`src/rtl/dispatch_pkg.sv`:
```
// dispatch_pkg: shared types for the dispatch controller
package dispatch_pkg;
    typedef enum logic {RUN, DRAIN} state_t;
endpackage

```
`src/rtl/outstanding_fifo.sv`:
```
// outstanding_fifo: in-order queue of granted queue ids awaiting completion
module outstanding_fifo #(
    parameter int ID_W  = 2,
    parameter int DEPTH = 4
) (
    input  logic                     clock,
    input  logic                     reset,
    input  logic                     push,
    input  logic [ID_W-1:0]          din,
    input  logic                     pop,
    output logic [ID_W-1:0]          head,
    output logic [$clog2(DEPTH):0]   count
);
    localparam int PW = DEPTH > 1 ? $clog2(DEPTH) : 1;
    localparam int CW = $clog2(DEPTH) + 1;

    logic [ID_W-1:0] mem [DEPTH];
    logic [PW-1:0]   wr;
    logic [PW-1:0]   rd;

    function automatic logic [PW-1:0] nxt(input logic [PW-1:0] p);
        return (p == PW'(DEPTH - 1)) ? '0 : p + PW'(1);
    endfunction

    assign head = mem[rd];

    // storage needs no reset; only pointers define validity
    always_ff @(posedge clock) begin
        if (push) mem[wr] <= din;
    end

    // pointers and occupancy; push and pop together leave count unchanged
    always_ff @(posedge clock) begin
        if (reset) begin
            wr    <= '0;
            rd    <= '0;
            count <= '0;
        end else begin
            if (push) wr <= nxt(wr);
            if (pop) rd <= nxt(rd);
            count <= count + CW'(push) - CW'(pop);
        end
    end
endmodule

```
`src/rtl/dispatch_controller.sv`:
```
// dispatch_controller: policy-selected grant issue with multiple outstanding, in-order retire and watchdog
module dispatch_controller
    import dispatch_pkg::*;
#(
    parameter int NUMBER_OF_QUEUES   = 4,
    parameter int NUMBER_OF_POLICIES = 7,
    parameter int MAX_OUTSTANDING    = 4,
    parameter int REGISTER_SIZE      = 32,
    localparam int ID_W   = $clog2(NUMBER_OF_QUEUES),
    localparam int MODE_W = $clog2(NUMBER_OF_POLICIES)
) (
    input  logic                          clock,
    input  logic                          reset,
    input  logic [MODE_W-1:0]             mode,
    input  logic [NUMBER_OF_QUEUES-1:0]   empty,
    input  logic [ID_W-1:0]               selections [NUMBER_OF_POLICIES],
    input  logic [NUMBER_OF_POLICIES-1:0] valids,
    input  logic                          consumed,
    input  logic [REGISTER_SIZE-1:0]      timeout_cycles,
    output logic [ID_W-1:0]               id,
    output logic                          enable,
    output logic [NUMBER_OF_QUEUES-1:0]   hasBeenConsumed,
    output logic                          timeout,
    output logic [MODE_W-1:0]             active_mode,
    output logic                          busy
);
    localparam int CW = $clog2(MAX_OUTSTANDING) + 1;

    state_t                      state;
    logic                        consumed_ff;
    logic                        rise;
    logic                        retire;
    logic                        expire;
    logic                        pop;
    logic                        grant;
    logic                        vld;
    logic [ID_W-1:0]             sel;
    logic [ID_W-1:0]             head;
    logic [CW-1:0]               count;
    logic [CW-1:0]               count_next;
    logic [NUMBER_OF_QUEUES-1:0] inflight;
    logic [REGISTER_SIZE-1:0]    wd;

    // out-of-range active_mode matches no policy, so it reads as invalid
    always_comb begin
        sel = '0;
        vld = 1'b0;
        for (int i = 0; i < NUMBER_OF_POLICIES; i++) begin
            if (active_mode == MODE_W'(i)) begin
                sel = selections[i];
                vld = valids[i];
            end
        end
    end

    assign rise            = consumed & ~consumed_ff;
    assign retire          = rise && count != '0;
    assign expire          = timeout_cycles != '0 && count != '0 && wd == timeout_cycles - REGISTER_SIZE'(1) && !rise;
    assign pop             = retire || expire;
    assign grant           = state == RUN && mode == active_mode && vld && !empty[sel] && !inflight[sel] && count < CW'(MAX_OUTSTANDING);
    assign count_next      = count + CW'(grant) - CW'(pop);
    assign hasBeenConsumed = retire ? NUMBER_OF_QUEUES'(1) << head : '0;

    outstanding_fifo #(
        .ID_W  (ID_W),
        .DEPTH (MAX_OUTSTANDING)
    ) u_fifo (
        .clock (clock),
        .reset (reset),
        .push  (grant),
        .din   (sel),
        .pop   (pop),
        .head  (head),
        .count (count)
    );

    // grant outputs, inflight mask, edge detect and head watchdog
    always_ff @(posedge clock) begin
        if (reset) begin
            consumed_ff <= 1'b1;
            inflight    <= '0;
            wd          <= '0;
            id          <= '0;
            enable      <= 1'b0;
            timeout     <= 1'b0;
            busy        <= 1'b0;
        end else begin
            consumed_ff <= consumed;
            inflight    <= (inflight & ~(pop ? NUMBER_OF_QUEUES'(1) << head : '0)) | (grant ? NUMBER_OF_QUEUES'(1) << sel : '0);
            wd          <= (pop || count == '0) ? '0 : wd + REGISTER_SIZE'(1);
            id          <= grant ? sel : id;
            enable      <= grant;
            timeout     <= expire;
            busy        <= count_next != '0;
        end
    end

    // mode switches wait for all outstanding grants to retire
    always_ff @(posedge clock) begin
        if (reset) begin
            state       <= RUN;
            active_mode <= '0;
        end else if (state == RUN) begin
            if (mode != active_mode) state <= DRAIN;
        end else if (mode == active_mode) begin
            state <= RUN;
        end else if (count == '0) begin
            state       <= RUN;
            active_mode <= mode;
        end
    end
endmodule

```
`config.mk`:
```
export PLATFORM = sky130hd
export DESIGN_NAME = dispatch_controller
export DESIGN_NICKNAME = d
export VERILOG_FILES = /design/src/rtl/dispatch_pkg.sv /design/src/rtl/outstanding_fifo.sv /design/src/rtl/dispatch_controller.sv
export SDC_FILE = /design/constraint.sdc
export NUM_CORES = 1
export LEC_CHECK = 0
export ABC_CLOCK_PERIOD_IN_PS = 3410
export BUFFER_PORTS_ARGS = -buffer_cell sky130_fd_sc_hd__buf_4
export CAP_MARGIN = 5
export CORE_ASPECT_RATIO = 1.4
export CORE_MARGIN = 2
export CORE_UTILIZATION = 45
export DETAILED_ROUTE_END_ITERATION = 16
export PLACE_DENSITY_LB_ADDON = 0.2
export SLEW_MARGIN = 10
export SYNTH_ARGS = -nofsm -noshare
export SYNTH_HDL_FRONTEND = slang
export SYNTH_SLANG_ARGS = --single-unit
export TNS_END_PERCENT = 100
```
`constraint.sdc`:
```
create_clock -name clock -period 3.41 [get_ports clock]
set_input_delay 0.341 -clock clock [delete_from_list [all_inputs] [get_ports clock]]
set_output_delay 0.341 -clock clock [all_outputs]
set_load 0.1 [all_outputs]
```
==> impl_metrics.toml <==
[setup_path]
crit_arrival_ns = 3.61
startpoint = "timeout_cycles[1]"
worst_setup_path_end_kind = "flop"
crit_required_ns = 3.62
crit_path_end = "busy"
timing.rr.start = "wd[15]"
r2r_end = "busy"
cp-start-kind = "primary input"
worstSetupPathType = "primary input to flop"
r2r_cells = 17
r2r_slack_ns = 0.22
crit_fanout = 4

[placement]
place_congestion = 0.8632
io_buffers = 74
dpl.hpwl_um = 8803
preCtsSetupSlack_ns = -0.3886

[floorplan]
die_h_um = 120.5
die_w_um = 87.18
ioPinCount = 75
dieArea_um2 = 10500
core.rowCount = 42
start_util_pct = 46.08
core_area_um2 = 9459

[detailed_routing]
drt_iter0_drc = 156
wl_per_cell_um = 14.58
num_vias = 4217
drc = 0
viasPerCell = 5.427
first_pass_iters = 4
wl_um = 11330
ant_nets = 0

[logic_synthesis]
yosysSeqAreaShare_pct = 30.77
ys_ff_latch = 63
synth_async_sr_flop_share_pct = 0
synth.avg_cell_area_um2 = 8.256
syn_inst = 528
syn-cell-area_um2 = 4359
yosys.cell_types.count = 67
synth_fp_nets = 601
yosysTopAreaCell = "dfxtp_1"
yosys.area.top_type_share_pct = 25.26
synth-edff-count = 8
synth_area_leaders = "dfxtp_1, xnor2_1, xor2_1"
synth_warnings = 0
synth-main-ff-cell = "dfxtp_1"

[timing]
hold_ws_ns = 0.2218
period_needed_ns = 3.397
fin_crit_sh_pct = 99.63
slew_viol_final = 0
clock.fmax_mhz = 294.3
worst_slack_ns = 0.01265
final-hold-violation-count = 0
skew_ns = 0.005662
max_slew_margin_pct = 61.11
worstMarginPinSlew_ns = 0.5789
rsz0062_at_grt = "true"
finalSetupViolCount = 0

[global_routing]
antenna_found_initial = 0
grt_pass1_vias = 4203
track_usage_pct = 22.67
grt_pass1_wl_um = 19130
gr-total-overflow = 0
grt_max_degree = 27

[power]
power.internal_mw = 1.552
p_seq_share_pct = 36.7
vdd_drop_max_mv = 0.2855
powerDensity_nw_per_um2 = 364.7
p_clk_share_pct = 42.6
combPwrFrac_pct = 20.7
p_sw_uw = 602.7
swShare_pct = 27.97
total_power_mw = 2.155
p_leak_nw = 2.320

[cts]
cts_tree = "done"
clockRootBuffer = "clkbuf_16"
clk_path_buf_depth = 2
clkSlewWorstSetupHoldPaths_ns = 0.05
clock_latency_ns = 0.33
numCtsBuffers = 9
htreeDepth = 3
cts_hold_buf = 0
clock-sinks = 63

[layout]
nets = 735
area_growth_pct = 35.53
antennaDiodeCount = 0
drive_gt1_share_pct = 29.84

[run_status]
status = "complete, no violations"

[worst_hold_path]
min_path_type = "primary input to flop"

[job]
max-cap-violations = 0
==> stage by stage <==
| stage | area, um^2 | std cells | util, % | TNS, ns |
|---|---|---|---|---|
| 2_1_floorplan | 4464 | 528 | - | -0.1427 |
| 3_3_place_gp | 5554 | 760 | 58.72 | -0.7437 |
| 3_5_place_dp | 5554 | 760 | 58.72 | -0.8842 |
| 4_1_cts | 5874 | 777 | 62.10 | 0 |
| 5_1_grt | 5908 | 777 | 62.46 | -0.2571 |
| 6_report | 5908 | 777 | 62.46 | 0 |
==> critical path, stage by stage <==
cell,delay [ns]
buf_4,0.12
buf_6,0.11
or4_4,0.54
nor2_4,0.14
a31oi_1,0.10
or4b_4,0.49
and4bb_2,0.35
nand4_4,0.10
nand2_4,0.10
ha_4,0.20
inv_2,0.06
ha_4,0.12
inv_2,0.03
fa_2,0.34
xor2_1,0.16
xnor2_1,0.20
a31oi_1,0.10
==> sequential cells by signal (all words and copies together), names as in the netlist, named ones only <==
name          cells
u_fifo.count      3
active_mode       3
inflight          4
u_fifo.wr         2
timeout           1
u_fifo.rd         2
wd               32
id                2
consumed_ff       1
enable            1
state             1
busy              1
u_fifo.mem        8
==> what timing repair did <==
| action | CTS | global route |
|---|---|---|
| buffers inserted | 1 | 0 |
| setup endpoints to repair | 1 | 2 |
| endpoints found under the hold margin | 0 | 0 |
| resized for setup | 3 | 6 |
| pin swaps | 3 | 0 |
==> how the worst min path moves through the flow <==
stage,cells past startpoint,end,start
3_3_place_gp,1,wd[0],wd[0]
5_1_grt,2,consumed_ff,consumed
3_5_place_dp,1,wd[0],wd[0]
6_report,2,consumed_ff,consumed
2_1_floorplan,1,wd[0],wd[0]
4_1_cts,2,consumed_ff,consumed
==> cells in the final DEF (no fill, tap or decap), drive strengths merged, types with 5 or more instances in the layout <==
master  instances
nand2b          5
edfxtp          8
dfxtp          55
nor4            9
and3           16
buf           146
inv            18
or3             5
a211oi          7
a31oi           6
xor2           35
nand2          40
nor2b          13
xnor2          35
nor2           74
and4            6
nand3b          5
ha              9
nor3           24
nand4           9
nand3          24
mux2i          13
o21ai           9
and2            9
clkbuf         10
a21oi          20
==> final cells by class <==
type	instances	area [um^2]
Fill cell	831	3551
Sequential cell	63	1348
Multi-Input combinational cell	424	2944
Inverter	18	67.56
Timing Repair Buffer	146	1112
Clock buffer	10	239.0
Tap cell	110	137.6
Clock inverter	6	60.06
==> power by group through the flow <==
stage          clock (mW)  sequential, mW  combinational [mW]
2_1_floorplan           0           0.855               0.214
3_3_place_gp            0           0.805               0.434
3_5_place_dp            0           0.806               0.441
4_1_cts             0.932           0.791               0.445
5_1_grt             0.970           0.793               0.487
6_report            0.918           0.790               0.446
==> per-layer routing <==
metal / global-route usage [%] / routed length (um)
met3: 4.369 / 446
met1: 26.28 / 4768
met2: 41.41 / 5949
met5: 0 / 0
met4: 6.635 / 165
==> logic make-up after synthesis <==
kind of cell	count (synthesis)	synth area share [%]
xor gates and xnor gates	70	14.06
buffers and inverters	41	4.219
AOI/OAI and AO/OA	67	10.51
adders and majority gates	10	3.043
DFF	63	30.77
muxes	17	4.793
and+or+nand+nor	260	32.61
==> synth_stat cells, types with 3 or more instances <==
| master | n |
|---|---|
| dfxtp_1 | 55 |
| a31oi_1 | 6 |
| nand3b_1 | 5 |
| nand4b_1 | 3 |
| clkbuf_1 | 11 |
| o31ai_1 | 3 |
| and4_1 | 6 |
| o21ai_0 | 8 |
| and2_1 | 9 |
| edfxtp_1 | 8 |
| nor2_1 | 73 |
| nand4_1 | 8 |
| or3_1 | 5 |
| xnor2_1 | 35 |
| a311oi_1 | 3 |
| inv_1 | 18 |
| nor3b_1 | 3 |
| buf_2 | 6 |
| xor2_1 | 35 |
| a41oi_1 | 4 |
| nor3_1 | 23 |
| nand2b_1 | 5 |
| buf_4 | 4 |
| a21oi_1 | 20 |
| ha_1 | 9 |
| mux2i_1 | 13 |
| nor2b_1 | 13 |
| and3_1 | 16 |
| a211oi_1 | 7 |
| nand3_1 | 24 |
| mux4_2 | 3 |
| nand2_1 | 40 |
| nor4_1 | 7 |
Note: power is estimated with default switching activity, not from simulation.
